**src/rtl/prog_rom_arbiter_pkg.sv**
```systemverilog
// -----------------------------------------------------------------------------
// prog_rom_arbiter_pkg
//   Shared definitions for the program ROM arbiter:
//     - default address / data widths of the program bus
//     - default starvation limit and starvation counter width
//     - owner_e : who owns the ROM data in the cycle after a grant
// -----------------------------------------------------------------------------
package prog_rom_arbiter_pkg;

    localparam int DEF_ADDR_W   = 32;
    localparam int DEF_DATA_W   = 32;
    localparam int DEF_MAX_WAIT = 4;
    localparam int CNT_W        = 4;

    typedef enum logic [1:0] {
        OWN_NONE = 2'd0,
        OWN_CPU  = 2'd1,
        OWN_DBG  = 2'd2
    } owner_e;

endpackage

```
**src/rtl/prog_rom_arbiter_if.sv**
```systemverilog
// -----------------------------------------------------------------------------
// prog_rom_arbiter_if
//   One requester-side read channel of the program ROM arbiter.
//   Signals:
//     req    : read request, held with addr stable until gnt
//     addr   : read address
//     gnt    : request accepted this cycle (combinational from the arbiter)
//     rvalid : rdata valid, one cycle after gnt
//     rdata  : read data
//   Modports:
//     master : the requester (CPU fetch or debug/loader port)
//     slave  : the arbiter
// -----------------------------------------------------------------------------
interface prog_rom_arbiter_if
    import prog_rom_arbiter_pkg::*;
#(
    parameter int ADDR_W = DEF_ADDR_W,
    parameter int DATA_W = DEF_DATA_W
);

    logic              req;
    logic [ADDR_W-1:0] addr;
    logic              gnt;
    logic              rvalid;
    logic [DATA_W-1:0] rdata;

    modport master (
        output req,
        output addr,
        input  gnt,
        input  rvalid,
        input  rdata
    );

    modport slave (
        input  req,
        input  addr,
        output gnt,
        output rvalid,
        output rdata
    );

endinterface

```
**src/rtl/prog_rom_arbiter_sat_counter.sv**
```systemverilog
// -----------------------------------------------------------------------------
// prog_rom_arbiter_sat_counter
//   Saturating up-counter used to track how many consecutive cycles the debug
//   requester has lost arbitration.
//   Ports:
//     i_clk      : clock
//     i_reset    : synchronous active-high reset, clears the count
//     i_inc      : increment by one, saturating at LIMIT
//     i_clr      : clear to zero (wins over i_inc)
//     o_at_limit : count equals LIMIT
// -----------------------------------------------------------------------------
module prog_rom_arbiter_sat_counter #(
    parameter int WIDTH = 4,
    parameter int LIMIT = 4
) (
    input  logic i_clk,
    input  logic i_reset,
    input  logic i_inc,
    input  logic i_clr,
    output logic o_at_limit
);

    localparam logic [WIDTH-1:0] LIMIT_V = WIDTH'(LIMIT);

    logic [WIDTH-1:0] r_count;

    function automatic logic [WIDTH-1:0] sat_inc(input logic [WIDTH-1:0] v);
        logic [WIDTH-1:0] res;
        if (v >= LIMIT_V) begin
            res = LIMIT_V;
        end else begin
            res = v + WIDTH'(1);
        end
        return res;
    endfunction

    always_ff @(posedge i_clk) begin
        if (i_reset || i_clr) begin
            r_count <= '0;
        end else if (i_inc) begin
            r_count <= sat_inc(r_count);
        end
    end

    assign o_at_limit = (r_count == LIMIT_V);

endmodule

```
**src/rtl/prog_rom_arbiter.sv**
```systemverilog
// -----------------------------------------------------------------------------
// prog_rom_arbiter
//   Shares the single combinational program ROM port between the RV32E
//   instruction fetch (CPU, fixed priority) and a debug/loader read port (DBG).
//   DBG is forced through after MAX_WAIT consecutive lost cycles. One grant per
//   cycle; read data is returned one cycle after the grant.
//   Ports:
//     i_clk      : system clock
//     i_reset    : synchronous active-high reset
//     cpu_bus    : CPU read channel (slave side)
//     dbg_bus    : DBG read channel (slave side)
//     o_rom_addr : registered ROM address, holds its value while idle
//     i_rom_data : ROM data, combinational function of o_rom_addr
// -----------------------------------------------------------------------------
module prog_rom_arbiter
    import prog_rom_arbiter_pkg::*;
#(
    parameter int ADDR_W   = DEF_ADDR_W,
    parameter int DATA_W   = DEF_DATA_W,
    parameter int MAX_WAIT = DEF_MAX_WAIT
) (
    input  logic              i_clk,
    input  logic              i_reset,
    prog_rom_arbiter_if.slave cpu_bus,
    prog_rom_arbiter_if.slave dbg_bus,
    output logic [ADDR_W-1:0] o_rom_addr,
    input  logic [DATA_W-1:0] i_rom_data
);

    owner_e            r_owner_p1;
    owner_e            w_owner_nxt;
    logic [ADDR_W-1:0] r_rom_addr_p1;
    logic              w_force_dbg;
    logic              w_cpu_gnt;
    logic              w_dbg_gnt;
    logic              w_cnt_inc;
    logic              w_cnt_clr;

    // ---- stage p0: arbitration (combinational, cycle N) ----
    // DBG wins when the CPU is idle or when it has been starved long enough;
    // grants are suppressed entirely while reset is high.
    assign w_dbg_gnt = !i_reset && dbg_bus.req && (w_force_dbg || !cpu_bus.req);
    assign w_cpu_gnt = !i_reset && cpu_bus.req && !w_dbg_gnt;

    assign cpu_bus.gnt = w_cpu_gnt;
    assign dbg_bus.gnt = w_dbg_gnt;

    // Count a loss only when DBG was actually waiting behind a CPU grant; any
    // cycle where DBG is served or not asking restarts the count.
    assign w_cnt_inc = w_cpu_gnt && dbg_bus.req;
    assign w_cnt_clr = w_dbg_gnt || !dbg_bus.req;

    prog_rom_arbiter_sat_counter #(
        .WIDTH (CNT_W),
        .LIMIT (MAX_WAIT)
    ) u_wait_cnt (
        .i_clk      (i_clk),
        .i_reset    (i_reset),
        .i_inc      (w_cnt_inc),
        .i_clr      (w_cnt_clr),
        .o_at_limit (w_force_dbg)
    );

    // Owner next-state: who the ROM data belongs to in cycle N+1.
    always_comb begin
        w_owner_nxt = OWN_NONE;
        if (w_cpu_gnt) begin
            w_owner_nxt = OWN_CPU;
        end else if (w_dbg_gnt) begin
            w_owner_nxt = OWN_DBG;
        end
    end

    // ---- stage p1: registered address and owner (cycle N+1) ----
    always_ff @(posedge i_clk) begin
        if (i_reset) begin
            r_owner_p1 <= OWN_NONE;
        end else begin
            r_owner_p1 <= w_owner_nxt;
        end
    end

    // The address bus only moves on a grant so the ROM sees no toggling when idle.
    always_ff @(posedge i_clk) begin
        if (i_reset) begin
            r_rom_addr_p1 <= '0;
        end else if (w_cpu_gnt) begin
            r_rom_addr_p1 <= cpu_bus.addr;
        end else if (w_dbg_gnt) begin
            r_rom_addr_p1 <= dbg_bus.addr;
        end
    end

    assign o_rom_addr = r_rom_addr_p1;

    // rvalid is masked during reset so a grant issued just before reset
    // asserts never surfaces as valid data.
    assign cpu_bus.rvalid = (r_owner_p1 == OWN_CPU) && !i_reset;
    assign dbg_bus.rvalid = (r_owner_p1 == OWN_DBG) && !i_reset;

    assign cpu_bus.rdata = i_rom_data;
    assign dbg_bus.rdata = i_rom_data;

endmodule

```
**src/flat_wrapper.sv**
```systemverilog
// flat-port wrapper written by rule: the top's interface ports become plain ports
module prog_rom_arbiter_flat import prog_rom_arbiter_pkg::*;
#(
    parameter int ADDR_W   = DEF_ADDR_W,
    parameter int DATA_W   = DEF_DATA_W,
    parameter int MAX_WAIT = DEF_MAX_WAIT
)
  (i_clk, i_reset, o_rom_addr, i_rom_data, cpu_bus_req, cpu_bus_addr, cpu_bus_gnt, cpu_bus_rvalid, cpu_bus_rdata, dbg_bus_req, dbg_bus_addr, dbg_bus_gnt, dbg_bus_rvalid, dbg_bus_rdata);
  prog_rom_arbiter_if #(.ADDR_W(ADDR_W), .DATA_W(DATA_W)) cpu_bus_i ();
  prog_rom_arbiter_if #(.ADDR_W(ADDR_W), .DATA_W(DATA_W)) dbg_bus_i ();
  input  logic i_clk;
  input  logic i_reset;
  output logic [ADDR_W-1:0] o_rom_addr;
  input  logic [DATA_W-1:0] i_rom_data;
  input wire logic [$bits(cpu_bus_i.req)-1:0] cpu_bus_req;
  input wire logic [$bits(cpu_bus_i.addr)-1:0] cpu_bus_addr;
  output wire logic [$bits(cpu_bus_i.gnt)-1:0] cpu_bus_gnt;
  output wire logic [$bits(cpu_bus_i.rvalid)-1:0] cpu_bus_rvalid;
  output wire logic [$bits(cpu_bus_i.rdata)-1:0] cpu_bus_rdata;
  input wire logic [$bits(dbg_bus_i.req)-1:0] dbg_bus_req;
  input wire logic [$bits(dbg_bus_i.addr)-1:0] dbg_bus_addr;
  output wire logic [$bits(dbg_bus_i.gnt)-1:0] dbg_bus_gnt;
  output wire logic [$bits(dbg_bus_i.rvalid)-1:0] dbg_bus_rvalid;
  output wire logic [$bits(dbg_bus_i.rdata)-1:0] dbg_bus_rdata;
  assign cpu_bus_i.req = cpu_bus_req;
  assign cpu_bus_i.addr = cpu_bus_addr;
  assign cpu_bus_gnt = cpu_bus_i.gnt;
  assign cpu_bus_rvalid = cpu_bus_i.rvalid;
  assign cpu_bus_rdata = cpu_bus_i.rdata;
  assign dbg_bus_i.req = dbg_bus_req;
  assign dbg_bus_i.addr = dbg_bus_addr;
  assign dbg_bus_gnt = dbg_bus_i.gnt;
  assign dbg_bus_rvalid = dbg_bus_i.rvalid;
  assign dbg_bus_rdata = dbg_bus_i.rdata;
  prog_rom_arbiter #(.ADDR_W(ADDR_W), .DATA_W(DATA_W), .MAX_WAIT(MAX_WAIT)) u_core (.i_clk(i_clk), .i_reset(i_reset), .cpu_bus(cpu_bus_i), .dbg_bus(dbg_bus_i), .o_rom_addr(o_rom_addr), .i_rom_data(i_rom_data));
endmodule
```
**config.mk**
```make
export PLATFORM = sky130hd
export DESIGN_NAME = prog_rom_arbiter_flat
export DESIGN_NICKNAME = d
export VERILOG_FILES = /design/src/rtl/prog_rom_arbiter_pkg.sv /design/src/rtl/prog_rom_arbiter_if.sv /design/src/rtl/prog_rom_arbiter_sat_counter.sv /design/src/rtl/prog_rom_arbiter.sv /design/src/flat_wrapper.sv
export SDC_FILE = /design/constraint.sdc
export NUM_CORES = 1
export LEC_CHECK = 0
export BUFFER_PORTS_ARGS = -buffer_cell sky130_fd_sc_hd__buf_2
export CELL_PAD_IN_SITES_DETAIL_PLACEMENT = 1
export CELL_PAD_IN_SITES_GLOBAL_PLACEMENT = 2
export CORE_MARGIN = 1.5
export CORE_UTILIZATION = 20
export CTS_BUF_LIST = sky130_fd_sc_hd__clkbuf_4 sky130_fd_sc_hd__clkbuf_8
export CTS_CLUSTER_DIAMETER = 60
export DETAILED_ROUTE_END_ITERATION = 10
export PLACE_DENSITY = 0.92
export SLEW_MARGIN = 10
export SYNTH_ARGS = -nofsm -noshare
export SYNTH_HDL_FRONTEND = slang
export SYNTH_SLANG_ARGS = --single-unit
```
**constraint.sdc**
```tcl
create_clock -name i_clk -period 2 [get_ports i_clk]
set_clock_uncertainty 0.2 [all_clocks]
set_input_delay 0.4 -clock i_clk [delete_from_list [all_inputs] [get_ports i_clk]]
set_output_delay 0.4 -clock i_clk [all_outputs]
set_load 0.05 [all_outputs]
```
==> results.ini <==
[floorplanning]
std_cell_rows = 40
number_of_top_level_pins = 200
core_area_mm2 = 0.01206
die_area_mm2 = 0.01310
starting_density_of_the_core = 0.2059
floorplan.die.height_um = 114.4
die_w_um = 114.4

[synth]
syn-instance-count = 280
post_synth.cell_area_avg_um2 = 8.870
netlist_top_cells_area = dfxtp_1 31%, buf_4 20%, a311oi_1 11%
async_flop_share = 0
synthesis.yosys.warnings = 0
synth-seq-cells = 38
synth_most_common_cell = buf_4
yosys.area.top_type_share = 0.3063
synth_edf_count = 0
net_count_after_synthesis = 382
synth.yosys.seq_area_share = 0.3063
ys.flop_type = dfxtp_1
mappedNetlistArea_mm2 = 0.002484
post-synth-top-area-cell = dfxtp_1
synth_common_cells = 65 x buf_4, 38 x dfxtp_1, 36 x nor2_1
post_synth_num_cell_types = 24

[timing]
final.min_clock_period_ps = 1959
fin_crit_sh = 0.9795
rsz0062_at_grt = true
final.hold.worst_slack_ps = 170.3
final_hold_viol_count = 0
worst_pin_slew_ps = 595.6
post_route_setup_slack_ps = 40.96
setup-violations-final = 0
maxSlewViolCount = 0
max_freq_mhz = 510.5
relSlewSlack = 0.6029

[setup_path]
type_of_element_launching_the_critical_path = flop
critPathCaptureType = output port
critical-path-slowest-cell = dfxtp_2
critical_path_buf_inv_count = 2
setup.worst_path.class = flop to output port
worst_ep_arrival_time_ps = 1360
crit_chain = inv_2 > ha_4 > nand2_2 > o21ai_2 > and3b_2 > buf_8
timing.rr.start = u_core.u_wait_cnt.r_count[1]$_SDFFE_PP0P_
r2r.worst_path.cells = 6
crit_fanout = 3
worstSetupStartpoint = u_core.u_wait_cnt.r_count[1]$_SDFFE_PP0P_
regToRegSetupSlack_ps = 140
regToRegEndpoint = u_core.o_rom_addr[22]$_SDFFE_PP0P_
worst-endpoint-required_ps = 1400
cpLargestDelayFamily = flip-flops
timing.critical_path.slowest_cell_delay_ps = 330

[layout]
layout-drive-gt1-share = 0.4437
finish.net_count = 413
final_util = 0.2223
areaGrowthSynthToFinish_pct = 7.960
diodes = 0

[routing]
detail-route-antenna-nets = 0
drt_wl_total_um = 7458
residual_drc = 0
via_count = 2160
wl_per_cell_um = 15.57
detail_route.first_pass.iterations = 4
drt_iter0_drc = 160
vias_per_cell = 4.509

[clock_tree]
maximum_buffer_depth_of_the_clock_tree = 2
ctsHtreeMaxLevel = 2
count_of_buffers_added_by_post_cts_timing_repair_for_setup = 0
clock_tree_from_tritoncts = done
clk-insertion-delay-late_ps = 290
numClockSinks = 38
clk_transition_reported_paths_ps = 80
cts_inserted_buffers = 5
clock_tree.root_cell = clkbuf_8

[global_route]
global_route.usage.total = 0.1134
grt_pass1_vias = 2229
grt_start_max_net_pins = 57
grt_first_pass_wirelength_um = 11480
globalRouteOverflowTotal = 0
grt_antenna_before_repair = 0

[status]
status = completed

[placement]
place.port_buffers = 103
gp_congestion = 0.6832
pre_cts_ws_ps = 127.7
detailedPlacementHpwl_um = 5260

[power_and_ir_drop]
totalPowerFinal_mw = 1.931
cellLeakagePower_nw = 1.120
ir_worst_vdd_uv = 181.4
cellPowerDensity_mw_per_mm2 = 720.3

[worst_hold_path]
worst_hold_path.num_cells = 3
worstHoldStart = dbg_bus_addr[28]
worstHoldPathType = primary input to flop
timing.hold.worst_endpoint = u_core.o_rom_addr[28]$_SDFFE_PP0P_

[run]
cap_violations = 0

## placed cells by master, fill, tap and decap left out
cell type,count
conb_1,1
nor2_1,34
clkbuf_8,5
ha_1,1
dfxtp_2,2
buf_2,101
o21ba_2,1
dfxtp_1,36
o21ai_0,32
a311oi_1,32
nor3b_1,2
and4_2,2
nand4b_1,1
nand2b_1,1
and4b_1,1
a211oi_1,32
nor2_2,1
o21ai_2,1
buf_8,2
inv_2,2
buf_4,13
nand2_2,1
clkbuf_4,2
and3b_2,2
nor2_4,1
ha_4,1
o311a_2,1
## state kept, by name, indices dropped and copies added, names as in the netlist
register and cells:
u_core.u_wait_cnt.r_count 4, u_core.o_rom_addr 32, u_core.r_owner_p1 2
## area by class of cell
cell class,count,area (µm²)
Fill cell,1453,9380
Multi-Input combinational cell,148,983.4
Sequential cell,38,763.2
Timing Repair Buffer,116,633.1
Tap cell,168,210.2
Clock buffer,7,83.83
Inverter,2,7.507
## stage by stage
stage | instances | TNS, ps | area, µm²
2_1_floorplan | 280 | -878.1 | 2486
3_3_place_gp | 472 | 0 | 2551
3_5_place_dp | 472 | 0 | 2551
4_1_cts | 479 | -19.56 | 2675
5_1_grt | 479 | -76.40 | 2681
6_report | 479 | 0 | 2681
## worst max-delay path by stage
stage	endpoint	slack, ps	depth (start not counted)
after global routing	dbg_bus_gnt	-50	6
final	dbg_bus_gnt	40	6
after detailed placement	cpu_bus_gnt	130	5
after floorplan	cpu_bus_rvalid	-440	3
after global placement	dbg_bus_gnt	160	6
after CTS	dbg_bus_gnt	-20	6
## layer usage
metal,vias to the layer above,global-route usage,share of wire
met4,0,0.04167,0.024
met5,-,0,0
li1,1017,-,-
met1,1050,0.1315,0.43
met2,77,0.2000,0.48
met3,16,0.02965,0.062
## report_power, final
part | internal (mW) | total, mW | switching [mW]
clock | 0.268 | 0.548 | 0.280
combinational | 0.170 | 0.542 | 0.371
sequential | 0.813 | 0.842 | 0.0288
total | 1.25 | 1.93 | 0.680
## worst register-to-register path, delay by kind of cell, from the launching register on
family | cells | cell delay [ps]
buffers and inverters | 2 | 430
flip-flops | 1 | 330
AND/OR/NAND/NOR | 1 | 260
AO/OA/AOI/OAI | 2 | 410
adder cells (fa/ha/maj) | 1 | 140
## timing repair
item / in CTS / in global routing
pin swaps: 4 / 2
endpoints found under the setup margin: 2 / 2
resized for setup: 14 / 2
hold buffers: 0 / 0
## cells by family after synthesis
family	share of synthesized area
and+or+nand+nor	0.08816
AOI/OAI and AO/OA	0.2846
buffers and inverters	0.3093
adders and majority gates	0.01007
DFF	0.3063
other	0.001510
Note: power is estimated with default switching activity, not from simulation.
